### config.mk
export PLATFORM = sky130hd
export DESIGN_NAME = dco_tune_ctrl
export DESIGN_NICKNAME = d
export VERILOG_FILES = /design/src/rtl/dco_tune_pkg.sv /design/src/rtl/dco_therm_enc.sv /design/src/rtl/dco_tune_ctrl.sv
export SDC_FILE = /design/constraint.sdc
export NUM_CORES = 1
export LEC_CHECK = 0
export ABC_AREA = 1
export CAP_MARGIN = 10
export CORE_ASPECT_RATIO = 1.5
export CORE_MARGIN = 2
export CORE_UTILIZATION = 30
export DETAILED_ROUTE_END_ITERATION = 7
export PLACE_DENSITY = 0.48
export SETUP_SLACK_MARGIN = 0.02
export SKIP_LAST_GASP = 1
export SLEW_MARGIN = 30
export SYNTH_ARGS = -nofsm -noshare
export SYNTH_HDL_FRONTEND = slang
export SYNTH_HIERARCHICAL = 1
export SYNTH_SLANG_ARGS = --single-unit
### constraint.sdc
create_clock -name ref_clk -period 2.52 [get_ports ref_clk]
set_clock_uncertainty 0.05 [all_clocks]
set_input_delay 0.252 -clock ref_clk [delete_from_list [all_inputs] [get_ports ref_clk]]
set_output_delay 0.252 -clock ref_clk [all_outputs]
set_load 0.02 [all_outputs]
### src/rtl/dco_tune_pkg.sv
// Shared state encoding and default geometry for the DCO cap-bank tuning controller.
package dco_tune_pkg;

    localparam int unsigned DEF_COARSE_W   = 4;
    localparam int unsigned DEF_FINE_W     = 6;
    localparam int unsigned DEF_SETTLE_CYC = 16;

    typedef enum logic [2:0] {
        ST_IDLE   = 3'd0,
        ST_COARSE = 3'd1,
        ST_FINE   = 3'd2,
        ST_SETTLE = 3'd3,
        ST_TRACK  = 3'd4
    } tune_state_e;

endpackage

### src/rtl/dco_therm_enc.sv
// Binary-to-thermometer encoder for the unit-element coarse cap bank.
module dco_therm_enc #(
    parameter int unsigned BIN_W = 4
) (
    input  logic [BIN_W-1:0]      bin,
    output logic [(2**BIN_W)-2:0] therm
);

    always_comb begin
        therm = '0;
        for (int unsigned i = 0; i < (2**BIN_W) - 1; i++) begin
            therm[i] = (32'(bin) > i);
        end
    end

endmodule

### src/rtl/dco_tune_ctrl.sv
// DCO tuning FSM: coarse search, fine search with carry into coarse, settle blanking
// after every code change, and lock tracking.
module dco_tune_ctrl
    import dco_tune_pkg::*;
#(
    parameter int unsigned COARSE_W   = DEF_COARSE_W,
    parameter int unsigned FINE_W     = DEF_FINE_W,
    parameter int unsigned SETTLE_CYC = DEF_SETTLE_CYC
) (
    input  logic                               ref_clk,
    input  logic                               reset,
    input  logic                               enable,
    input  logic                               freq_update,
    input  logic                               freq_incr_decr,
    input  logic                               fll_locked,
    output logic [(2**COARSE_W)-1+FINE_W-1:0]  sw,
    output logic [2:0]                         tune_state,
    output logic                               tune_locked,
    output logic                               code_sat
);

    localparam int unsigned NSW   = (2**COARSE_W) - 1;
    localparam int unsigned CNT_W = (SETTLE_CYC > 1) ? $clog2(SETTLE_CYC) : 1;

    localparam logic [COARSE_W-1:0] COARSE_MID  = COARSE_W'(2**(COARSE_W-1));
    localparam logic [FINE_W-1:0]   FINE_MID    = FINE_W'(2**(FINE_W-1));
    localparam logic [FINE_W-1:0]   FINE_MID_M1 = FINE_W'(2**(FINE_W-1) - 1);
    localparam logic [NSW-1:0]      THERM_MID   = ~({NSW{1'b1}} << (2**(COARSE_W-1)));
    localparam logic [CNT_W-1:0]    SETTLE_LAST = CNT_W'(SETTLE_CYC - 1);

    tune_state_e         state;
    tune_state_e         target;
    logic [COARSE_W-1:0] coarse;
    logic [FINE_W-1:0]   fine;
    logic [CNT_W-1:0]    settle_cnt;
    logic                dir_valid;
    logic                dir_last;
    logic [NSW-1:0]      therm;

    dco_therm_enc #(.BIN_W(COARSE_W)) u_therm (
        .bin   (coarse),
        .therm (therm)
    );

    // freq_incr_decr=1 raises frequency, i.e. removes capacitance (code decrements).
    always_ff @(posedge ref_clk or negedge reset) begin
        if (!reset) begin
            state      <= ST_IDLE;
            target     <= ST_COARSE;
            coarse     <= COARSE_MID;
            fine       <= FINE_MID;
            settle_cnt <= '0;
            dir_valid  <= 1'b0;
            dir_last   <= 1'b0;
        end else if (!enable) begin
            state      <= ST_IDLE;
            settle_cnt <= '0;
            dir_valid  <= 1'b0;
        end else begin
            case (state)
                ST_IDLE: begin
                    state     <= ST_COARSE;
                    dir_valid <= 1'b0;
                end
                ST_COARSE: begin
                    if (freq_update) begin
                        state      <= ST_SETTLE;
                        settle_cnt <= '0;
                        if (dir_valid && (freq_incr_decr != dir_last)) begin
                            fine   <= FINE_MID;
                            target <= ST_FINE;
                        end else begin
                            dir_valid <= 1'b1;
                            dir_last  <= freq_incr_decr;
                            target    <= ST_COARSE;
                            if (freq_incr_decr) begin
                                if (coarse != '0) coarse <= coarse - COARSE_W'(1);
                            end else begin
                                if (coarse != '1) coarse <= coarse + COARSE_W'(1);
                            end
                        end
                    end
                end
                ST_FINE: begin
                    if (freq_update) begin
                        state      <= ST_SETTLE;
                        settle_cnt <= '0;
                        target     <= ST_FINE;
                        // Fine wrap re-centres fine and carries into coarse; full code saturates.
                        if (!freq_incr_decr) begin
                            if (fine != '1) begin
                                fine <= fine + FINE_W'(1);
                            end else if (coarse != '1) begin
                                fine   <= FINE_MID;
                                coarse <= coarse + COARSE_W'(1);
                            end
                        end else begin
                            if (fine != '0) begin
                                fine <= fine - FINE_W'(1);
                            end else if (coarse != '0) begin
                                fine   <= FINE_MID_M1;
                                coarse <= coarse - COARSE_W'(1);
                            end
                        end
                    end else if (fll_locked) begin
                        state <= ST_TRACK;
                    end
                end
                ST_SETTLE: begin
                    if (settle_cnt == SETTLE_LAST) begin
                        state      <= target;
                        settle_cnt <= '0;
                    end else begin
                        settle_cnt <= settle_cnt + CNT_W'(1);
                    end
                end
                ST_TRACK: begin
                    if (!fll_locked) state <= ST_FINE;
                end
                default: state <= ST_IDLE;
            endcase
        end
    end

    always_ff @(posedge ref_clk or negedge reset) begin
        if (!reset) begin
            sw <= {THERM_MID, FINE_MID};
        end else begin
            sw <= {therm, fine};
        end
    end

    assign tune_state  = state;
    assign tune_locked = (state == ST_TRACK);
    assign code_sat    = ((coarse == '0) && (fine == '0)) || ((coarse == '1) && (fine == '1));

endmodule

### Word level (Yosys, flattened, before mapping)

Index checks and enable logic that the tools add are counted.

| cells by class | value |
|---|---|
| mux-type cells | 38 |
| bitwise gates (word level) | 1 |
| div/mod/pow operators | 0 |
| magnitude comparators | 15 |
| eq/ne operators | 26 |
| shift operators | 0 |
| multipliers | 0 |
| $add $sub $neg | 5 |
| reductions and logical operators | 18 |

Operators with widths:

| operator | count |
|---|---|
| 2-to-1 mux 4 bit | 12 |
| 2-to-1 mux 6 bit | 8 |
| > comparator 4 bit (second input constant) | 7 |
| 2-to-1 mux 3 bit | 8 |
| != test 3 bit (second input constant) | 6 |
| > comparator 4 x 3 -> 1 bit (second input constant) | 4 |
| != test 4 bit (second input constant) | 4 |
| case mux 4 bit (2 select lines) | 2 |
| case mux 3 bit (5 select lines) | 1 |
| AND reduction 7 bit | 2 |
| case mux 6 bit (2 select lines) | 1 |
| AND reduction 4 bit | 3 |
| adder 4 x 1 -> 4 bit (second input constant) | 2 |
| == test 4 bit (second input constant) | 2 |
| > comparator 4 x 1 -> 1 bit (second input constant) | 2 |
| > comparator 4 x 2 -> 1 bit (second input constant) | 2 |
| != test 2 bit (second input constant) | 4 |
| adder 6 x 1 -> 6 bit (second input constant) | 1 |
| == test 3 x 2 -> 1 bit (second input constant) | 2 |
| == test 6 bit (second input constant) | 1 |
| zero test 6 bit | 1 |
| != test 3 x 2 -> 1 bit (second input constant) | 2 |
| != test 6 bit (second input constant) | 1 |
| case mux 3 bit (2 select lines) | 1 |
| 20 further kinds | 24 |

| storage, ports and cells | value |
|---|---|
| memory bits (writable) | 0 |
| input bits | 6 |
| ROM bits | 0 |
| flip-flop bits (word level) | 43 |
| latch bits | 0 |
| memories | 0 |

### Longest topological paths before layout

Gate-level depths: netlist (run 1).

| depth | value |
|---|---|
| word-level depth | 6 |
| mapped depth | 10 |
| mapped depth without buffers | 10 |

### Modules after synthesis

The synthesis (run 1) kept the hierarchy.

Modules (own cells, without submodules):

| module | cells each | instances | area an instance (µm²) |
|---|---|---|---|
| dco_tune_ctrl | 258 | 1 | 2187.1 |
| dco_therm_enc | 26 | 1 | 115.1 |

### Least setup slack after synthesis (run 1)

OpenSTA, ideal clock, no wires.

| path | value |
|---|---|
| path kind | flip-flop to output port |
| start point | register fine[0] |
| end point | output code_sat |
| slack | 0.871 ns |
| data arrival time | 1.347 ns |
| stages on the path, launching flop included | 5 |
| required time | 2.218 ns |
| cells stage by stage | dfrtp_1 -> inv_1 -> ha_1 -> nand3_2 -> o21ai_0 |

| between the ends | value |
|---|---|
| longest elaborated chain between the ends | 3 |
| elaborated cells between the ends (all ways) | 5 |
| those cells by class | eq/ne: 1; reduce/logical: 4 |

RTL lines:

| item | line | text |
|---|---|---|
| from (decl) | dco_tune_ctrl.sv:34 | `logic [FINE_W-1:0] fine;` |
| from (signal assigned) | dco_tune_ctrl.sv:92 | `fine <= fine + FINE_W'(1);` |
| from (signal assigned) | dco_tune_ctrl.sv:99 | `fine <= fine - FINE_W'(1);` |
| == test 6 bit / zero test 6 bit (equally long branches) | dco_tune_ctrl.sv:135 | `assign code_sat = ((coarse == '0) && (fine == '0)) \|\| ((coarse == '1) && (fine == '1));` |
| logical AND 1 bit | dco_tune_ctrl.sv:135 |  |
| logical OR 1 bit * | dco_tune_ctrl.sv:135 |  |
| to (decl) | dco_tune_ctrl.sv:19 | `output logic code_sat` |

Mark *: on every way between the ends. The rest lies on a longest branch, timed or not.

### Worst setup path after layout (run 1)

| path | value |
|---|---|
| start point | register state[1], in the netlist tune_state[1] |
| end point | output tune_locked |

| between the ends | value |
|---|---|
| longest elaborated chain between the ends | 1 |

RTL lines:

| item | line | text |
|---|---|---|
| from (decl) | dco_tune_ctrl.sv:31 | `tune_state_e state;` |
| from (signal assigned) | dco_tune_ctrl.sv:111 | `state <= target;` |
| == test 3 bit | dco_tune_ctrl.sv:134 | `assign tune_locked = (state == ST_TRACK);` |
| to (decl) | dco_tune_ctrl.sv:18 | `output logic tune_locked,` |

No other way between the ends.

==> flow_summary_export.csv, run 1 <==
group,metric,value,unit
floorplan,die_h,111.3,um
synthesis,synthTopCellsByArea,"dfrtp_1 33%, nand2_1 14%, dfstp_2 14%, nor2_1 5.4%, nand3_1 4.3%",
floorplan,boundaryPins,32,
synthesis,seq_area_frac_synth,46.30,%
routing,routed.top_layer,"met4",
clock_network,clock-sinks,42,
routing,wire_per_inst,12.02,um
routing,met1_length,2.009,mm
synthesis,yosys_warnings,6,
clock_network,htreeDepth,2,
power_and_ir_drop,internal_power,0.002073,W
synthesis,synthTopCellsByCount,"87 x nand2_1, 33 x nor2_1, 30 x dfrtp_1",
critical_path,cp-end-kind,"output port",
global_route,grt_pass1_vias,1864,
global_route,grt.total_usage,13.32,%
global_route,grt_pass1_wl,8.638,mm
floorplan,core_area,0.007515,sq mm
sta,setup_violations,0,
synthesis,synth_edf_count,0,
critical_path,startpoint_type,"flip-flop",
floorplan,initial_core_util,30.64,%
clock_network,numCtsBuffers,5,
routing,drtIter0Drc,82,
synthesis,yosysMostFrequentCell,"nand2_1",
clock_network,clk_root_buffer_cell,"clkbuf_16",
min_path,min-delay-start,"fine[5]$_DFFE_PN1P_",
synthesis,netlist_instances,284,
power_and_ir_drop,switchingPower,0.001516,W
routing,dr.pass1.iters,4,
placed_design,dp_hpwl,3.759,mm
routing,viasPerCell,4.350,
placed_design,place_inst,411,
sta,period_share,80.14,%
power_and_ir_drop,p_clk_share,18.3,%
critical_path,cp_cell_sequence,"nor2_1, nand2_1, inv_1, clkdlybuf4s50_1",
status,outcome,"completed",
min_path,hold_path.class,"flip-flop to flip-flop",
global_route,grt_max_degree,43,
finish,drive_gt1_share,15.72,%
routing,wl,5.049,mm
sta,period_minus_slack,2.020,ns
synthesis,ys_seq_elements,42,
floorplan,die_x,75.53,um
sta,slew_headroom,64.49,%
placed_design,pre_cts_slack,0.4016,ns
critical_path,worst_ep_arrival_time,1.72,ns
sta,tns,0,ns
sta,worst_slack,0.5005,ns
floorplan,rows,39,
placed_design,portBuffers,31,
flow_run,cap_violations,0,
critical_path,slowest_delay,0.59,ns
power_and_ir_drop,p_seq_share,35.3,%
sta,hold_viol_final,0,
global_route,overflow,0,
synthesis,synth.avg_cell_area,8.106,sq um
critical_path,crit_path_start,"tune_state[1]$_DFFE_PN0P_",
routing,vias,1827,
critical_path,crit_fanout,6,
power_and_ir_drop,total_power,0.003589,W
critical_path,cp.required,2.22,ns
finish,area_growth,23.75,%
synthesis,async_flop_share,100.0,%
critical_path,crit_type,"flip-flop to output port",
routing,drc,0,
power_and_ir_drop,p_sw_share,42.24,%
sta,fmax,495.2,MHz
synthesis,synthFlopType,"dfrtp_1",
clock_network,cts.reportedPaths.clkPinSlew,0.06,ns
sta,tightest_slew,0.5327,ns
critical_path,timing.rr.start,"fine[0]$_DFFE_PN0P_",
routing,route.met3.wl,117,um
clock_network,cts.path.max_buffers,2,
floorplan,die_area,0.008405,sq mm
power_and_ir_drop,p_leak,1.368,nW
routing,route.met2.wl,2.768,mm
synthesis,synth_fp_nets,297,
power_and_ir_drop,powerDensity,1260,mW/mm^2
power_and_ir_drop,p_comb_share,46.4,%
sta,report.final.slew_viol_count,0,
finish,fin_nets,330,
placed_design,gp_congestion,0.8890,
finish,fin_cells,420,
clock_network,insertion_delay,0.28,ns
power_and_ir_drop,vdd_drop_max,0.5379,mV
clock_network,cts_tree,"done",
synthesis,yosysUniqueCellTypes,30,
finish,final_util,37.91,%
critical_path,slowest_stage,"clkdlybuf4s50_1",
synthesis,synth_top_area_share,32.61,%
synthesis,syn_area,0.002302,sq mm
global_route,antenna_found_initial,0,
sta,rsz0062_at_grt,"no",
finish,insertedDiodeCount,0,
routing,final_antenna_net_count,0,
synthesis,yosysTopAreaCell,"dfrtp_1",
[power by group through the flow]
stage / sequential [W] / clock [W] / combinational, W
2_1_floorplan: 0.00138 / 0 / 0.00101
3_3_place_gp: 0.00128 / 0 / 0.00169
3_5_place_dp: 0.00128 / 0 / 0.00169
4_1_cts: 0.00127 / 0.000678 / 0.00169
5_1_grt: 0.00131 / 0.000705 / 0.00188
6_report: 0.00127 / 0.000656 / 0.00167
[layer usage]
metal,GRT usage [%],up-vias
li1,-,947
met1,14.97,841
met2,23.42,27
met3,2.182,12
met4,6.199,0
met5,0,-
[timing repair]
action | in CTS | in global routing
setup buffers | 0 | 0
endpoints found under the setup margin | 0 | 1
resized for setup | 0 | 1
hold endpoints to repair | 0 | 30
hold buffers | 0 | 1
[state kept, by name, summed over array words and instances, names as in the netlist]
name	count
fine	6
dir_last	1
sw	21
settle_cnt	4
coarse	4
target	2
dir_valid	1
tune_state	3
[area by class of cell]
| class | instances | area (sq um) |
|---|---|---|
| inverter | 31 | 116.4 |
| clock inverter | 2 | 12.51 |
| sequential | 42 | 1066 |
| fill | 805 | 4666 |
| clock buffer | 6 | 138.9 |
| tap | 102 | 127.6 |
| multi-input combinational | 204 | 1060 |
| timing repair buffer | 33 | 327.8 |
[stage by stage]
stage	cell area (sq um)	hold slack, ns
2_1_floorplan	2302	-0.09359
3_3_place_gp	2683	0.3763
3_5_place_dp	2683	0.3657
4_1_cts	2834	0.1124
5_1_grt	2849	0.3810
6_report	2849	0.3795
[cells in the final DEF (no fill, tap or decap), types with 2 or more instances in the layout]
master and n:
o21ai_2 3, nand3_2 3, clkdlybuf4s50_1 29, nand2_1 87, inv_1 25, nand3b_1 2, dfstp_2 12, inv_2 6
nor2_2 2, xor2_1 4, clkbuf_16 5, xnor2_1 5, nand2_2 8, nand3_1 20, a21oi_1 4, buf_4 2
nand4_1 2, ha_1 6, o21ai_0 13, nor2_1 33, dfrtp_1 30, nor2_4 4
[worst paths after layout]
path,end,slack [ns],depth (start not counted)
max in group asynchronous,sw[8]$_DFF_PN1_,1.60,2
max,tune_locked,0.50,4
min reg2reg,sw[5]$_DFF_PN1_,0.38,0
min in group asynchronous,sw[0]$_DFF_PN0_,0.45,2
max reg2reg,fine[3]$_DFFE_PN0P_,0.77,8
min,sw[5]$_DFF_PN1_,0.38,0
[worst max-delay path, delay by kind of cell (launching register included)]
kind	cells	cell delay [ns]
DFF	1	0.46
buffers and inverters	2	0.66
and+or+nand+nor	2	0.33
[cell families (layout without fill, tap and decap cells)]
family / after synthesis / in the layout / share of synthesized area (%)
AO/OA/AOI/OAI: 25 / 25 / 6.413
XOR/XNOR: 9 / 9 / 3.424
adder cells (fa/ha/maj): 7 / 7 / 4.130
buffers and inverters: 38 / 72 / 7.663
flip-flops: 42 / 42 / 46.30
AND/OR/NAND/NOR: 163 / 163 / 32.06
Power figures use the tool's default switching activity.
==> run 2, diff against run 1 <==
--- a/config.mk
+++ b/config.mk
@@ -11,7 +11,7 @@
 export CORE_MARGIN = 2
 export CORE_UTILIZATION = 30
 export DETAILED_ROUTE_END_ITERATION = 7
-export PLACE_DENSITY = 0.48
+export PLACE_DENSITY = 0.5
 export SETUP_SLACK_MARGIN = 0.02
 export SKIP_LAST_GASP = 1
 export SLEW_MARGIN = 30
==> constraint.sdc (replaced) <==
create_clock -name ref_clk -period 1.8 [get_ports ref_clk]
set_clock_uncertainty 0.05 [all_clocks]
set_input_delay 0.18 -clock ref_clk [delete_from_list [all_inputs] [get_ports ref_clk]]
set_output_delay 0.18 -clock ref_clk [all_outputs]
set_load 0.02 [all_outputs]
==> flow_summary_export.csv, run 2 (same netlist as run 1, synthesis figures left out) <==
group,metric,value,unit
sta,tightest_slew,0.4754,ns
placed_design,portBuffers,31,
global_route,grt.total_usage,14.47,%
finish,largest_register_ffs,21,
sta,slew_headroom,68.31,%
sta,fmax,587.9,MHz
placed_design,gp_congestion,0.8458,
global_route,overflow,0,
placed_design,place_area,0.002908,sq mm
finish,final_cell_mix,"86 x nand2_1, 33 x nor2_1, 33 x buf_4",
critical_path,cp-end-kind,"output port",
power_and_ir_drop,p_leak,1.504,nW
global_route,met1_usage,15.71,%
global_route,grt_max_degree,23,
clock_network,clk_root_buffer_cell,"clkbuf_16",
clock_network,htreeDepth,2,
routing,drc,0,
min_path,hold_path.class,"primary input to asynchronous set/reset pin",
finish,area_growth,33.80,%
sta,period_share,94.49,%
routing,drtIter0Drc,72,
floorplan,rows,39,
finish,largest_registers,"sw (21), fine (6)",
routing,dr.pass1.iters,4,
sta,report.final.slew_viol_count,0,
critical_path,crit_fanout,4,
power_and_ir_drop,powerDensity,1741,mW/mm^2
sta,rsz0062_at_grt,"yes",
global_route,grt_pass1_wl,9.280,mm
global_route,use_met2,25.86,%
clock_network,cts.path.max_buffers,2,
floorplan,die_x,75.53,um
critical_path,startpoint_type,"flip-flop",
clock_network,clock-sinks,42,
global_route,top_usage_layer,"met2",
global_route,globalRouteMet3Util,3.091,%
floorplan,core_area,0.007515,sq mm
critical_path,crit_type,"flip-flop to output port",
routing,final_antenna_net_count,0,
power_and_ir_drop,total_power,0.005364,W
finish,insertedDiodeCount,0,
clock_network,cts_tree,"done",
finish,layout_commonest_cell,"nand2_1",
routing,viasPerCell,4.425,
routing,wl,5.301,mm
floorplan,die_h,111.3,um
global_route,grt_pass1_vias,2030,
power_and_ir_drop,vdd_drop_max,0.7225,mV
critical_path,worst_ep_arrival_time,1.47,ns
floorplan,boundaryPins,32,
clock_network,cts.reportedPaths.clkPinSlew,0.07,ns
finish,top_register,"sw",
routing,vias,2000,
finish,postLayoutCellArea,0.003080,sq mm
flow_run,cap_violations,0,
clock_network,insertion_delay,0.29,ns
critical_path,cp.required,1.57,ns
global_route,antenna_found_initial,0,
finish,fin_nets,362,
finish,drive_gt1_share,24.29,%
floorplan,die_area,0.008405,sq mm
placed_design,dp_hpwl,4.204,mm
sta,hold_viol_final,0,
routing,wire_per_inst,11.73,um
clock_network,numCtsBuffers,5,
floorplan,initial_core_util,30.64,%
status,outcome,"completed",
sta,period_minus_slack,1.701,ns
sta,setup_violations,0,
run 2: changes by cell type in the layout (fill, tap and decap cells not counted), sizes merged:
cell,previous run,this run
clkinv,1,0
inv,31,32
dlymetal6s2s,1,0
clkinvlp,1,2
buf,2,34
clkdlybuf4s50,29,28
dlygate4sd2,0,1
run 2: final cells by class:
cell class / count / area, sq um
flip-flops and latches: 42 / 1066
repair buffers: 65 / 556.8
clock buffers: 5 / 125.1
multi-input cells: 204 / 1065
fillers: 823 / 4434
clock inverters: 3 / 23.77
well taps: 102 / 127.6
inverters: 31 / 116.4
run 2: worst paths after layout:
kind,slack (ns),startpoint,cells after the start,to
min,0.33,reset,2,coarse[0]$_DFFE_PN0P_
max reg2reg,0.13,fine[1]$_DFFE_PN0P_,9,fine[1]$_DFFE_PN0P_
min reg2reg,0.42,target[0]$_DFFE_PN1P_,2,target[0]$_DFFE_PN1P_
min in group ref_clk,0.42,target[0]$_DFFE_PN1P_,2,target[0]$_DFFE_PN1P_
max,0.1,fine[1]$_DFFE_PN0P_,6,code_sat
max in group asynchronous,0.75,reset,3,target[0]$_DFFE_PN1P_
run 2: worst max-delay path, cell delays in order (launching register included):
cell,delay [ns]
dfrtp_1,0.40
ha_2,0.23
nand3_4,0.07
nor2_1,0.13
nand2_1,0.06
o21ai_0,0.09
clkbuf_2,0.20
run 2: timing repair:
| action | 4_1_cts | 5_1_grt |
|---|---|---|
| resized for setup | 2 | 5 |
| endpoints found under the setup margin | 2 | 6 |
| pin swaps | 0 | 2 |
| buffers inserted | 0 | 2 |
| hold buffers | 1 | 0 |
| endpoints found under the hold margin | 15 | 0 |
run 2: stage by stage:
stage / cells / hold slack, ns / TNS, ns / utilization, % / worst slack [ns]
global placement: 441 / 0.1231 / -0.02551 / 38.69 / -0.02551
CTS: 450 / 0.3540 / -0.07280 / 40.78 / -0.07280
floorplan: 284 / -0.1656 / 0 / - / 0.2226
detailed placement: 441 / 0.1283 / -0.01495 / 38.69 / -0.01495
finish: 452 / 0.3313 / 0 / 40.99 / 0.09916
global route: 452 / 0.3940 / 0 / 40.99 / 0.008284
run 2: report_power, final:
group	internal, W	switching (W)	total, W
clock	0.000519	0.000400	0.000919
combinational	0.00124	0.00160	0.00285
sequential	0.00139	0.000208	0.00160
run 2: layer usage:
layer	up-vias	routed length, um	share of wire [%]
li1	1014	-	-
met5	-	0	0
met3	10	169	3.2
met4	0	150	2.8
met1	942	1952	37
met2	34	3029	57
